$ cat config.mk
export PLATFORM = sky130hd
export DESIGN_NAME = ps2_message_builder_flat
export DESIGN_NICKNAME = d
export VERILOG_FILES = /design/src/rtl/ps2_message_builder_if.sv /design/src/rtl/ps2_message_builder.sv /design/src/flat_wrapper.sv
export SDC_FILE = /design/constraint.sdc
export NUM_CORES = 1
export LEC_CHECK = 0
export CORE_MARGIN = 2
export CORE_UTILIZATION = 35
export DETAILED_ROUTE_END_ITERATION = 7
export PLACE_DENSITY = 0.57
export SETUP_SLACK_MARGIN = 0.15
export SYNTH_ARGS = -nofsm -noshare
export SYNTH_HDL_FRONTEND = slang
export SYNTH_SLANG_ARGS = --single-unit
$ cat constraint.sdc
create_clock -name clock -period 8.9 [get_ports clock]
set_clock_uncertainty 0.1 [all_clocks]
set_input_delay 1.78 -clock clock [delete_from_list [all_inputs] [get_ports clock]]
set_output_delay 1.78 -clock clock [all_outputs]
set_load 0.005 [all_outputs]
$ cat src/rtl/ps2_message_builder_if.sv
// Handshake and payload signals between the PS/2 message builder and its host.
// The slave modport is the builder's view; master is the driver/consumer side.
interface ps2_message_builder_if #(
  parameter int unsigned MSG_BYTES = 16
);
  localparam int unsigned CNT_W = $clog2(MSG_BYTES + 1);

  logic                   scan_valid;
  logic [7:0]             scan_code;
  logic                   send;
  logic                   done;
  logic [MSG_BYTES*8-1:0] message_out;
  logic                   data_ready;
  logic [CNT_W-1:0]       char_count;
  logic                   char_valid;
  logic [7:0]             char_ascii;

  modport master (
    output scan_valid, scan_code, send, done,
    input  message_out, data_ready, char_count, char_valid, char_ascii
  );

  modport slave (
    input  scan_valid, scan_code, send, done,
    output message_out, data_ready, char_count, char_valid, char_ascii
  );
endinterface

$ cat src/rtl/ps2_message_builder.sv
// Turns PS/2 set-2 scan codes into a fixed-length ASCII message buffer, commits it
// on enter/send and holds it frozen until the downstream link reports done.
module ps2_message_builder #(
  parameter logic [7:0]  PAD_CHAR  = 8'h20,
  parameter int unsigned MSG_BYTES = 16
) (
  input  logic                  clock,
  input  logic                  reset,
  ps2_message_builder_if.slave  bus
);

  localparam int unsigned CNT_W = $clog2(MSG_BYTES + 1);
  localparam int unsigned IDX_W = $clog2(MSG_BYTES);

  localparam logic [7:0] CODE_BREAK = 8'hF0;
  localparam logic [7:0] CODE_EXT   = 8'hE0;
  localparam logic [7:0] ASCII_DEL  = 8'h7F;

  typedef enum logic [1:0] {D_MAKE, D_BREAK, D_EXT, D_EXT_BREAK} dec_state_e;
  typedef enum logic       {BUILD, PENDING}                      ctl_state_e;
  typedef enum logic [1:0] {K_NONE, K_PRINT, K_BS, K_ENTER}      key_kind_e;

  dec_state_e                   dec_state_q, dec_state_d;
  ctl_state_e                   ctl_state_q, ctl_state_d;
  logic [MSG_BYTES-1:0][7:0]    msg_q, msg_d;
  logic [CNT_W-1:0]             count_q, count_d;
  logic                         ready_q, ready_d;
  logic                         char_valid_q, char_valid_d;
  logic [7:0]                   char_ascii_q, char_ascii_d;

  key_kind_e                    key_kind_c;
  logic [7:0]                   key_ascii_c;
  logic                         make_ev_c;
  logic                         commit_c;
  logic [IDX_W-1:0]             wr_idx_c;
  logic [IDX_W-1:0]             bs_idx_c;

  // Set-2 make-code map
  always_comb begin
    key_kind_c  = K_PRINT;
    key_ascii_c = 8'h00;
    case (bus.scan_code)
      8'h1C: key_ascii_c = 8'h61;
      8'h32: key_ascii_c = 8'h62;
      8'h21: key_ascii_c = 8'h63;
      8'h23: key_ascii_c = 8'h64;
      8'h24: key_ascii_c = 8'h65;
      8'h2B: key_ascii_c = 8'h66;
      8'h34: key_ascii_c = 8'h67;
      8'h33: key_ascii_c = 8'h68;
      8'h43: key_ascii_c = 8'h69;
      8'h3B: key_ascii_c = 8'h6A;
      8'h42: key_ascii_c = 8'h6B;
      8'h4B: key_ascii_c = 8'h6C;
      8'h3A: key_ascii_c = 8'h6D;
      8'h31: key_ascii_c = 8'h6E;
      8'h44: key_ascii_c = 8'h6F;
      8'h4D: key_ascii_c = 8'h70;
      8'h15: key_ascii_c = 8'h71;
      8'h2D: key_ascii_c = 8'h72;
      8'h1B: key_ascii_c = 8'h73;
      8'h2C: key_ascii_c = 8'h74;
      8'h3C: key_ascii_c = 8'h75;
      8'h2A: key_ascii_c = 8'h76;
      8'h1D: key_ascii_c = 8'h77;
      8'h22: key_ascii_c = 8'h78;
      8'h35: key_ascii_c = 8'h79;
      8'h1A: key_ascii_c = 8'h7A;
      8'h29: key_ascii_c = 8'h20;
      8'h66: key_kind_c  = K_BS;
      8'h5A: key_kind_c  = K_ENTER;
      default: key_kind_c = K_NONE;
    endcase
  end

  // Byte i of the message sits at packed index MSG_BYTES-1-i (byte 0 in the MSBs)
  assign wr_idx_c = IDX_W'(MSG_BYTES - 1) - count_q[IDX_W-1:0];
  assign bs_idx_c = wr_idx_c + IDX_W'(1);

  // Decoder and control next-state
  always_comb begin
    dec_state_d  = dec_state_q;
    ctl_state_d  = ctl_state_q;
    msg_d        = msg_q;
    count_d      = count_q;
    ready_d      = ready_q;
    char_valid_d = 1'b0;
    char_ascii_d = char_ascii_q;
    make_ev_c    = 1'b0;
    commit_c     = 1'b0;

    if (bus.scan_valid) begin
      case (dec_state_q)
        D_MAKE: begin
          if (bus.scan_code == CODE_BREAK)    dec_state_d = D_BREAK;
          else if (bus.scan_code == CODE_EXT) dec_state_d = D_EXT;
          else                                make_ev_c   = 1'b1;
        end
        D_BREAK:     dec_state_d = D_MAKE;
        D_EXT:       dec_state_d = (bus.scan_code == CODE_BREAK) ? D_EXT_BREAK : D_MAKE;
        D_EXT_BREAK: dec_state_d = D_MAKE;
        default:     dec_state_d = D_MAKE;
      endcase
    end

    case (ctl_state_q)
      BUILD: begin
        if (make_ev_c && key_kind_c == K_PRINT && count_q < CNT_W'(MSG_BYTES)) begin
          msg_d[wr_idx_c] = key_ascii_c;
          count_d         = count_q + CNT_W'(1);
          char_valid_d    = 1'b1;
          char_ascii_d    = key_ascii_c;
        end else if (make_ev_c && key_kind_c == K_BS && count_q != '0) begin
          msg_d[bs_idx_c] = PAD_CHAR;
          count_d         = count_q - CNT_W'(1);
          char_valid_d    = 1'b1;
          char_ascii_d    = ASCII_DEL;
        end
        // Commit sees the count after this cycle's character
        commit_c = bus.send || (make_ev_c && key_kind_c == K_ENTER);
        if (commit_c && count_d != '0) begin
          ctl_state_d = PENDING;
          ready_d     = 1'b1;
        end
      end
      PENDING: begin
        if (bus.done) begin
          msg_d       = {MSG_BYTES{PAD_CHAR}};
          count_d     = '0;
          ready_d     = 1'b0;
          ctl_state_d = BUILD;
        end
      end
      default: ctl_state_d = BUILD;
    endcase
  end

  always_ff @(posedge clock) begin
    if (reset) begin
      dec_state_q  <= D_MAKE;
      ctl_state_q  <= BUILD;
      msg_q        <= {MSG_BYTES{PAD_CHAR}};
      count_q      <= '0;
      ready_q      <= 1'b0;
      char_valid_q <= 1'b0;
      char_ascii_q <= 8'h00;
    end else begin
      dec_state_q  <= dec_state_d;
      ctl_state_q  <= ctl_state_d;
      msg_q        <= msg_d;
      count_q      <= count_d;
      ready_q      <= ready_d;
      char_valid_q <= char_valid_d;
      char_ascii_q <= char_ascii_d;
    end
  end

  assign bus.message_out = msg_q;
  assign bus.char_count  = count_q;
  assign bus.data_ready  = ready_q;
  assign bus.char_valid  = char_valid_q;
  assign bus.char_ascii  = char_ascii_q;

endmodule

$ cat src/flat_wrapper.sv
// flat-port wrapper written by rule: the top's interface ports become plain ports
module ps2_message_builder_flat 
#(
  parameter logic [7:0]  PAD_CHAR  = 8'h20,
  parameter int unsigned MSG_BYTES = 16
)
  (clock, reset, bus_scan_valid, bus_scan_code, bus_send, bus_done, bus_message_out, bus_data_ready, bus_char_count, bus_char_valid, bus_char_ascii);
  ps2_message_builder_if #(.MSG_BYTES(MSG_BYTES)) bus_i ();
  input  logic clock;
  input  logic reset;
  input wire logic [$bits(bus_i.scan_valid)-1:0] bus_scan_valid;
  input wire logic [$bits(bus_i.scan_code)-1:0] bus_scan_code;
  input wire logic [$bits(bus_i.send)-1:0] bus_send;
  input wire logic [$bits(bus_i.done)-1:0] bus_done;
  output wire logic [$bits(bus_i.message_out)-1:0] bus_message_out;
  output wire logic [$bits(bus_i.data_ready)-1:0] bus_data_ready;
  output wire logic [$bits(bus_i.char_count)-1:0] bus_char_count;
  output wire logic [$bits(bus_i.char_valid)-1:0] bus_char_valid;
  output wire logic [$bits(bus_i.char_ascii)-1:0] bus_char_ascii;
  assign bus_i.scan_valid = bus_scan_valid;
  assign bus_i.scan_code = bus_scan_code;
  assign bus_i.send = bus_send;
  assign bus_i.done = bus_done;
  assign bus_message_out = bus_i.message_out;
  assign bus_data_ready = bus_i.data_ready;
  assign bus_char_count = bus_i.char_count;
  assign bus_char_valid = bus_i.char_valid;
  assign bus_char_ascii = bus_i.char_ascii;
  ps2_message_builder #(.PAD_CHAR(PAD_CHAR), .MSG_BYTES(MSG_BYTES)) u_core (.clock(clock), .reset(reset), .bus(bus_i));
endmodule
Yosys cells after proc, flatten, opt, wreduce, memory -nomap -nowiden
Index checks and enable logic that the tools add are counted.
- input port bits: 13
- word-level logic and storage cells: 130
- bits in latches: 0
- register bits after elaboration: 146
- memories kept: 0
- output and inout port bits: 143
- memory bits (writable): 0
- ROM bits: 0
- order comparisons: 5
- $add $sub $neg: 4
- shifts and indexed selects: 0
- bitwise gates (word level): 4
- reductions and logical operators: 20
- $mul: 0
- mux-type cells: 34
- div/mod/pow operators: 0
- equality and inequality tests: 41
- operators with widths (kind ; count):
    128-bit 2-to-1 mux ; 3
    128-bit one-hot mux with 2 select lines ; 1
    7-bit one-hot mux with 27 select lines ; 1
    8-bit by 6-bit == test with 1-bit output, second input constant ; 17
    128-bit bitwise mux ; 1
    112-bit bitwise AND ; 1
    112-bit inverter ; 1
    8-bit demux with 4-bit select ; 2
    8-bit by 7-bit == test with 1-bit output, second input constant ; 7
    8-bit by 5-bit == test with 1-bit output, second input constant ; 5
    8-bit 2-to-1 mux ; 4
    27-bit OR reduction ; 1
    5-bit 2-to-1 mux ; 4
    8-bit == test, second input constant ; 2
    16-bit bitwise OR ; 1
    2-bit one-hot mux with 3 select lines ; 2
    4-bit by 5-bit less-than comparator with 1-bit output, second input constant ; 2
    1-bit 2-to-1 mux ; 10
    5-bit one-hot mux with 2 select lines ; 1
    5-bit nonzero test ; 2
    2-bit == test, second input constant ; 4
    4-bit by 1-bit >= comparator with 1-bit output, second input constant ; 2
    1-bit logical AND ; 8
    2-bit AND reduction ; 4
    16 further kinds ; 22

Depth between registers and ports, before layout
- depth in word-level cells: 14
- gate-level depth with buffers: 13
- depth with buffers taken out: 9

Worst setup path after synthesis
No wires, ideal clock.
- path kind: input-to-reg
- from: input port bus_scan_code[7]
- to: register u_core.msg_q, in the netlist u_core.bus.message_out[72]
- required time: 8.668 ns
- arrival: 4.031 ns
- path buffers: 2
- setup time: 0.132 ns
- setup slack: 4.637 ns
- stages on the path: 10
- cells stage by stage: buf_2 > nor4b_1 > a32oi_2 > o221ai_2 > nor4b_2 > a21oi_4 > buf_8 > mux2_4 > a211oi_1 > nor3_1
- cells in the longest elaborated chain, start to end: 9
- elaborated cells between the ends (all ways): 49
- those cells by class: eq/ne (34); mux (9); reduce/logical (6)
- RTL lines (element ; RTL line ; text):
    start, declared ; flat_wrapper.sv:12 ; input wire logic [$bits(bus_i.scan_code)-1:0] bus_scan_code;
    branches (longest 9 deep; another with 128-bit 2-to-1 mux) ; - ;
    end signal, assigned ; ps2_message_builder.sv:142 ; msg_q <= {MSG_BYTES{PAD_CHAR}};
    end signal, assigned ; ps2_message_builder.sv:150 ; msg_q <= msg_d;
    end, declared ; ps2_message_builder.sv:25 ; logic [MSG_BYTES-1:0][7:0] msg_q, msg_d;
Several ways; the timed one is not identified.
A chain may end at the register's enable or synchronous reset.

Worst setup path in the final report
- from: input port bus_scan_code[4]
- to: register u_core.msg_q, in the netlist u_core.bus.message_out[82]
The elaborated chain is that of the path after synthesis.

==> impl_metrics.env <==
export IMPL_crit_arrival_ns=5.78
export IMPL_h_tree_depth=4
export IMPL_cp_start_kind="input pin"
export IMPL_cp_slowest_stage_delay_ns=0.98
export IMPL_combPwrFrac=0.083
export IMPL_cts_root_buffer="clkbuf_16"
export IMPL_syn_area_per_cell_sq_um=8.64
export IMPL_critPathKind="in -> reg"
export IMPL_dieArea_sq_mm=0.0215
export IMPL_nNetsFinal=959
export IMPL_multi_input_area_sq_mm=0.00378
export IMPL_hold_viol=0
export IMPL_peakVddDrop_v=0.000146
export IMPL_async_flop_share=0
export IMPL_ant_nets=0
export IMPL_synth_cells=825
export IMPL_area_growth_pct=30.0
export IMPL_clk_latency_ns=0.43
export IMPL_rsz0062_at_grt="false"
export IMPL_synth_edff_count=0
export IMPL_drive_gt1_frac=0.101
export IMPL_dp_hpwl_um=14900
export IMPL_cts_sinks=145
export IMPL_port_buffers=154
export IMPL_p_int_uw=1110
export IMPL_ys_ff_latch=145
export IMPL_tightest_slew_ns=1.10
export IMPL_grt_overflow=0
export IMPL_synth_cell_type_count=79
export IMPL_yosysTopAreaCell="dfxtp_1"
export IMPL_cts_hold_buffers=0
export IMPL_hold_depth=2
export IMPL_placed_cell_area_sq_mm=0.00869
export IMPL_max_slew_margin=0.263
export IMPL_synth_area_sq_mm=0.00713
export IMPL_status="finished clean"
export IMPL_end_kind="flop"
export IMPL_wl_per_cell_um=18.1
export IMPL_via_per_inst=5.34
export IMPL_path_clk_slew_ns=0.07
export IMPL_ioPinCount=156
export IMPL_drt_pass1_iterations=4
export IMPL_clock_fmax_mhz=178
export IMPL_p_switching_uw=377
export IMPL_start_util=0.355
export IMPL_ff2ff_path_depth=7
export IMPL_power_density_mw_per_mm2=161
export IMPL_finalSetupTns_ns=0
export IMPL_crit_chain="clkdlybuf4s50_1 > nor4b_1 > a32oi_2 > o221ai_2 > nor4b_2 > a21oi_4 > buf_4 > a31oi_1 > a211oi_2 > o32ai_1"
export IMPL_synth_net_count=845
export IMPL_drv_slew=0
export IMPL_vias=6525
export IMPL_final_area_sq_mm=0.00927
export IMPL_ctsResizeCount=0
export IMPL_cp_max_fo=22
export IMPL_maxCapViolCount=0
export IMPL_drc_errors=0
export IMPL_grt_antenna_before_repair=0
export IMPL_final_min_clock_period_ns=5.61
export IMPL_clk_path_buf_depth=2
export IMPL_rows=52
export IMPL_yosys_warnings=0
export IMPL_seq_area_frac_synth=0.407
export IMPL_drtIter0Drc=591
export IMPL_cts_buffers=17
export IMPL_grt_max_degree=82
export IMPL_die_x_um=147
export IMPL_n_antenna_cell=0
export IMPL_netlist_top_cells_area="dfxtp_1 41%, a21oi_1 8.4%, nor3_1 4.8%"
export IMPL_core_area_sq_mm=0.0201
export IMPL_area_sequential_sq_mm=0.00290
export IMPL_power_share_clock=0.477
export IMPL_cp_required_ns=9.08
export IMPL_grt_first_pass_wirelength_um=34800
export IMPL_synth_ff_type="dfxtp_1"
export IMPL_groute_usage_overall=0.204
export IMPL_p_leak_uw=0.00309
export IMPL_tritoncts="yes"
export IMPL_post_route_period_util=0.630
export IMPL_hp_class="reg -> reg"
export IMPL_fill_cells=1956
export IMPL_die_y_um=147
export IMPL_post_cts_buffers=0
export IMPL_grt_pass1_vias=6083
export IMPL_seq_power_share=0.440
export IMPL_wl_um=22200
export IMPL_gp_congestion=0.873
export IMPL_cp_slowest_cell="clkdlybuf4s50_1"
export IMPL_setup_violations_final=0
export IMPL_yosys_area_top_type_share=0.407
export IMPL_switching_share=0.253
-- power by group through the flow --
| stage | clock [uW] | sequential [uW] | combinational, uW |
|---|---|---|---|
| floorplan | 0 | 670 | 90.9 |
| global placement | 0 | 671 | 123 |
| detailed placement | 0 | 671 | 123 |
| CTS | 723 | 657 | 123 |
| global route | 753 | 657 | 134 |
| finish | 711 | 657 | 124 |
-- cell usage in the layout (no fill, tap or decap), types with 4 or more instances in the layout --
master	n
nor4b_1	6
dfxtp_1	145
a221oi_1	6
nor2_1	71
a22o_1	5
buf_4	6
a211oi_1	5
a21oi_2	11
a22oi_1	8
nor3b_1	19
clkbuf_16	17
o21ai_0	21
nand2b_1	14
o32ai_1	6
a21oi_1	119
mux2_4	8
nor3_2	10
a32oi_1	4
clkdlybuf4s50_1	153
nand2_1	40
a31oi_1	10
o21ai_1	5
inv_1	24
nand3_1	14
and3_1	7
nor2b_1	12
and2_1	15
or3_1	15
ha_1	7
a31oi_4	4
mux2_2	4
nor3_1	69
a2bb2oi_1	4
-- flip-flops by register name (all words and copies together) (netlist names) --
| signal | cells |
|---|---|
| u_core.bus.message_out | 128 |
| u_core.bus.char_ascii | 7 |
| u_core.bus.char_count | 5 |
| u_core.bus.data_ready | 1 |
| u_core.ctl_state_q | 1 |
| u_core.bus.char_valid | 1 |
| u_core.dec_state_q | 2 |
-- metal layers --
metal | routed length, um | up-vias | GRT usage
li1 | - | 3206 | -
met1 | 10300 | 3092 | 0.283
met2 | 10300 | 211 | 0.323
met3 | 1270 | 16 | 0.0460
met4 | 213 | 0 | 0.0515
met5 | 0 | - | 0
-- synth_stat cells, types with 14 or more instances --
master and n:
dfxtp_1 145, nand2_1 40, nand3_1 14, a21oi_1 119
clkbuf_1 29, o21ai_0 21, inv_1 24, nor2_1 71
and2_1 15, nor3b_1 19, or3_1 15, nor3_1 69
nand2b_1 14
-- per-stage QoR --
step / hold WS [ns] / util / power [uW] / std cells / worst slack, ns
after global routing: 0.357 / 0.461 / 1540 / 1222 / 2.92
after CTS: 0.333 / 0.461 / 1500 / 1222 / 3.34
after global placement: 0.323 / 0.432 / 794 / 1190 / 2.89
final: 0.328 / 0.461 / 1490 / 1222 / 3.29
after floorplan: 0.325 / - / 761 / 825 / 4.64
after detailed placement: 0.323 / 0.432 / 794 / 1190 / 2.87
-- critical path, delay by kind of cell --
kind,cells,cell delay [ns]
AND/OR/NAND/NOR,2,0.84
buffers and inverters,2,1.34
AO/OA/AOI/OAI,6,1.81
-- logic make-up after synthesis --
group,synth area share
and+or+nand+nor,0.257
AOI/OAI and AO/OA,0.225
DFF,0.407
buffers and inverters,0.0646
muxes,0.0274
adders and majority gates,0.0123
xor gates and xnor gates,0.00614
other,0.000526
-- final timing paths --
check                                   from                          to  slack, ns
setup / recovery            bus_scan_code[4]  u_core.bus.message_out[82]       3.29
hold / removal    u_core.bus.message_out[95]  u_core.bus.message_out[95]       0.33
setup reg to reg          u_core.ctl_state_q  u_core.bus.message_out[53]       5.23
hold reg to reg   u_core.bus.message_out[95]  u_core.bus.message_out[95]       0.33
-- layout make-up --
cell class                 instances  area share
timing repair buffer             159       0.170
tap                              270      0.0365
clock buffer                      21      0.0486
sequential                       145       0.313
inverter                          25      0.0101
multi-input combinational        591       0.408
clock inverter                    11      0.0138
Power figures use the tool's default switching activity.
==> variant 1, RTL diff (config.mk and constraints unchanged) <==
Make the reset (`reset`) asynchronous in one clocked block.
--- a/src/rtl/ps2_message_builder.sv
+++ b/src/rtl/ps2_message_builder.sv
@@ -137,3 +137,3 @@
 
-  always_ff @(posedge clock) begin
+  always_ff @(posedge clock or posedge reset) begin
     if (reset) begin
Behaviour: differs if reset is asserted again (counterexample within 4 cycles, from zero or initial values and one cycle with reset high); with reset held inactive, the same outputs for 4 cycles.
==> variant 1 against the original RTL <==
  * First-iteration DRC count decreased by 6.1%
  * Critical endpoint is now u_core.bus.message_out[74]
  * Synthesized cell count is 16% lower
  * Routed wire length is 14% higher
  * Maximum frequency up 6.4%
  * Critical path type unchanged
  * Sequential share of layout area grew 7.1 points
  * Synthesized area grew 1.2%
  * Final area rose by 2.5%
  * Worst setup slack gained 0.34 ns
  * Via count fell by 1.2%
  * Sequential cell count stayed put
Power is not compared: it rests on default switching activity, and its combinational part moved more than twofold at a synthesized area within 25%.
==> variant 1: results (changes against the original RTL) <==
sta:
  period_needed_ns: 5.273  # -0.3354 ns
  holdWs_ns: 0.3829  # +0.05492 ns
worst_setup_path:
  crit_fanout: 25  # +14%
  path_delay_family: "simple AND/OR/NAND/NOR gates"
  rr_worst_depth: 10  # +3
  r2r_slack_ns: 4.67  # -0.56 ns
synthesis:
  synthMuxAreaShare: 0.005723  # -0.02166
  synthTopCellsByCount: "dfrtp_1, nand2_1, nor2_1, a22o_1, o21ai_0"
  synth_area_leaders: "dfrtp_1, dfstp_2, a22o_1"
  syn_inst: 696  # -16%
  synth-async-reset-ratio: 1.000  # +1.000
  yosysSeqAreaShare: 0.5057  # +0.09849
global_routing:
  grt_max_degree: 81  # -1.2%
  grtUsageMet2: 0.3574  # +0.03397
  groute.usage.overall: 0.2320  # +0.02776
  grt_pass1_wl_um: 38740  # +11%
finish:
  layout.nets: 857  # -11%
  fillCellCount: 1900  # -2.9%
  final_layout_size_suffix_gt1_frac: 0.1128  # +0.01197
placement:
  hpwlAfterDp_um: 18290  # +23%
routing:
  wl_met3_um: 1721  # +36%
  dr.pass1.iters: 5  # +1
  viasPerCell: 5.750  # +7.7%
  routed_wl_um: 25230  # +14%
run_status:
  status: "complete, no violations"
min_path:
  min_to: "u_core.bus.message_out[38]"
==> variant 1: cell types whose count changed in the layout (fill, tap and decap cells not counted), sizes merged, moves of 25 or more <==
cell | before | now
dfxtp | 145 | 0
dfrtp | 0 | 129
a21oi | 133 | 41
nor3 | 79 | 13
a22o | 5 | 42
nand2 | 40 | 65
==> variant 1: power groups by stage <==
stage | registers [mW] | clock network [mW] | logic [mW]
6_report | 0.815 | 0.672 | 0.730
2_1_floorplan | 0.806 | 0 | 0.415
3_5_place_dp | 0.827 | 0 | 0.719
3_3_place_gp | 0.825 | 0 | 0.715
4_1_cts | 0.816 | 0.683 | 0.723
5_1_grt | 0.825 | 0.715 | 0.786
==> variant 1: layout make-up <==
class                      count  area (um^2)  area share
sequential                   145         3649      0.3839
tap                          270        337.8     0.03555
inverter                      17        68.82    0.007242
clock buffer                  18        429.2     0.04516
timing repair buffer         163         1609      0.1693
multi-input combinational    494         3288      0.3460
clock inverter                14        121.4     0.01277
==> variant 2, RTL diff (same flow settings) <==
Without the edit above. `MSG_BYTES` is set to 16 in 3 places; all go to 8.
--- a/src/rtl/ps2_message_builder_if.sv
+++ b/src/rtl/ps2_message_builder_if.sv
@@ -3,3 +3,3 @@
 interface ps2_message_builder_if #(
-  parameter int unsigned MSG_BYTES = 16
+  parameter int unsigned MSG_BYTES = 8
 );
--- a/src/rtl/ps2_message_builder.sv
+++ b/src/rtl/ps2_message_builder.sv
@@ -4,3 +4,3 @@
   parameter logic [7:0]  PAD_CHAR  = 8'h20,
-  parameter int unsigned MSG_BYTES = 16
+  parameter int unsigned MSG_BYTES = 8
 ) (
--- a/src/flat_wrapper.sv
+++ b/src/flat_wrapper.sv
@@ -4,3 +4,3 @@
   parameter logic [7:0]  PAD_CHAR  = 8'h20,
-  parameter int unsigned MSG_BYTES = 16
+  parameter int unsigned MSG_BYTES = 8
 )
Ports: changed (resized bus_char_count and bus_message_out); port bits go from 156 to 91. The function was not compared with the original's and may differ.
==> variant 2 against the original RTL <==
  * Routed wire length is 43% lower
  * Sequential cell count is 65 lower
  * Maximum frequency is 1.4% lower
  * Core utilization is 0.60 points higher
  * Final area is 42% lower
  * Synthesized area is 42% lower
  * Sequential power is 44% lower
  * Worst setup slack worse by 0.082 ns
  * Count of clock-buffer cells in the layout is 12 lower
  * Power is 43% lower
  * Critical path type unchanged
  * Largest cell class unchanged
  * Highest routed layer unchanged
==> variant 2: results (changes against the original RTL) <==
run_status:
  status: "complete, no violations"
worst_setup_path:
  path_delay_family: "simple AND/OR/NAND/NOR gates"
  r2r_slack_ns: 5.25  # +0.02 ns
  arrival_ns: 5.85  # +0.07 ns
  r2r_start: "u_core.bus.char_count[0]"
  r2r-end: "u_core.bus.message_out[46]"
  startpoint: "bus_scan_code[3]"
  rr_worst_depth: 10  # +3
global_routing:
  grt_pass1_wl_um: 20310  # -42%
  grt_use_met3: 0.05142  # +0.005457
  grtUsageMet2: 0.2914  # -0.03206
  grt_use_met1: 0.2893  # +0.006403
  grt_pass1_vias: 3729  # -39%
synthesis:
  synthTopCellsByCount: "dfxtp_1, nor2_1, nand2_1, nand3_1"
  synthAdderAreaFrac: 0.006039  # -0.006249
  synth_compound_area_frac: 0.2618  # +0.03674
  synthDistinctLibCells: 81  # +2.5%
  synth_xor_area_frac: 0.01268  # +0.006538
min_path:
  min_to: "u_core.bus.message_out[13]"
  hold_path_depth: 1  # -1
placement:
  dpl_cell_area_um2: 5045  # -42%
  hpwlAfterDp_um: 8892  # -40%
finish:
  final_layout_size_suffix_gt1_frac: 0.08059  # -0.02025
routing:
  dr.pass1.iters: 6  # +2
  wl_met2_um: 5436  # -47%
  avgRoutedWirePerCell_um: 18.25  # +0.66%
  viasPerCell: 5.784  # +8.3%
clocking:
  clk-insertion-delay-late_ns: 0.34  # -0.09 ns
  h-tree-depth: 3  # -1
  cts_buffers: 9  # -8
power_and_ir_drop:
  ir_worst_vdd_v: 0.0001233  # -15%
sta:
  holdWs_ns: 0.3444  # +0.01644 ns
==> variant 2: changes by cell type after synthesis, sizes merged, moves of 10 or more <==
| cell | change |
|---|---|
| a21oi | -109 |
| dfxtp | -65 |
| nor3 | -61 |
| nor2 | -30 |
| a31oi | -13 |
| buf | -13 |
| clkbuf | -12 |
| mux2 | -12 |
| a32o | +11 |
| inv | -11 |
| nor3b | -10 |
==> variant 2: area by class of cell <==
cell class / count / area, um^2
tap: 143 / 178.9
multi-input combinational: 344 / 2291
clock buffer: 9 / 225.2
sequential: 80 / 1602
fill: 1137 / 6112
timing repair buffer: 93 / 920.9
inverter: 14 / 52.55
clock inverter: 6 / 85.08
==> variant 2: power by group <==
part / switching (mW) / internal (mW) / total, mW
clock: 0.145 / 0.243 / 0.387
combinational: 0.0617 / 0.0318 / 0.0935
sequential: 0.00453 / 0.361 / 0.366
==> variant 2: through the flow <==
stage,setup slack [ns],cells
finish,3.209,689
global route,2.919,689
CTS,3.340,689
detailed placement,2.982,674
global placement,3.002,674
floorplan,4.711,477
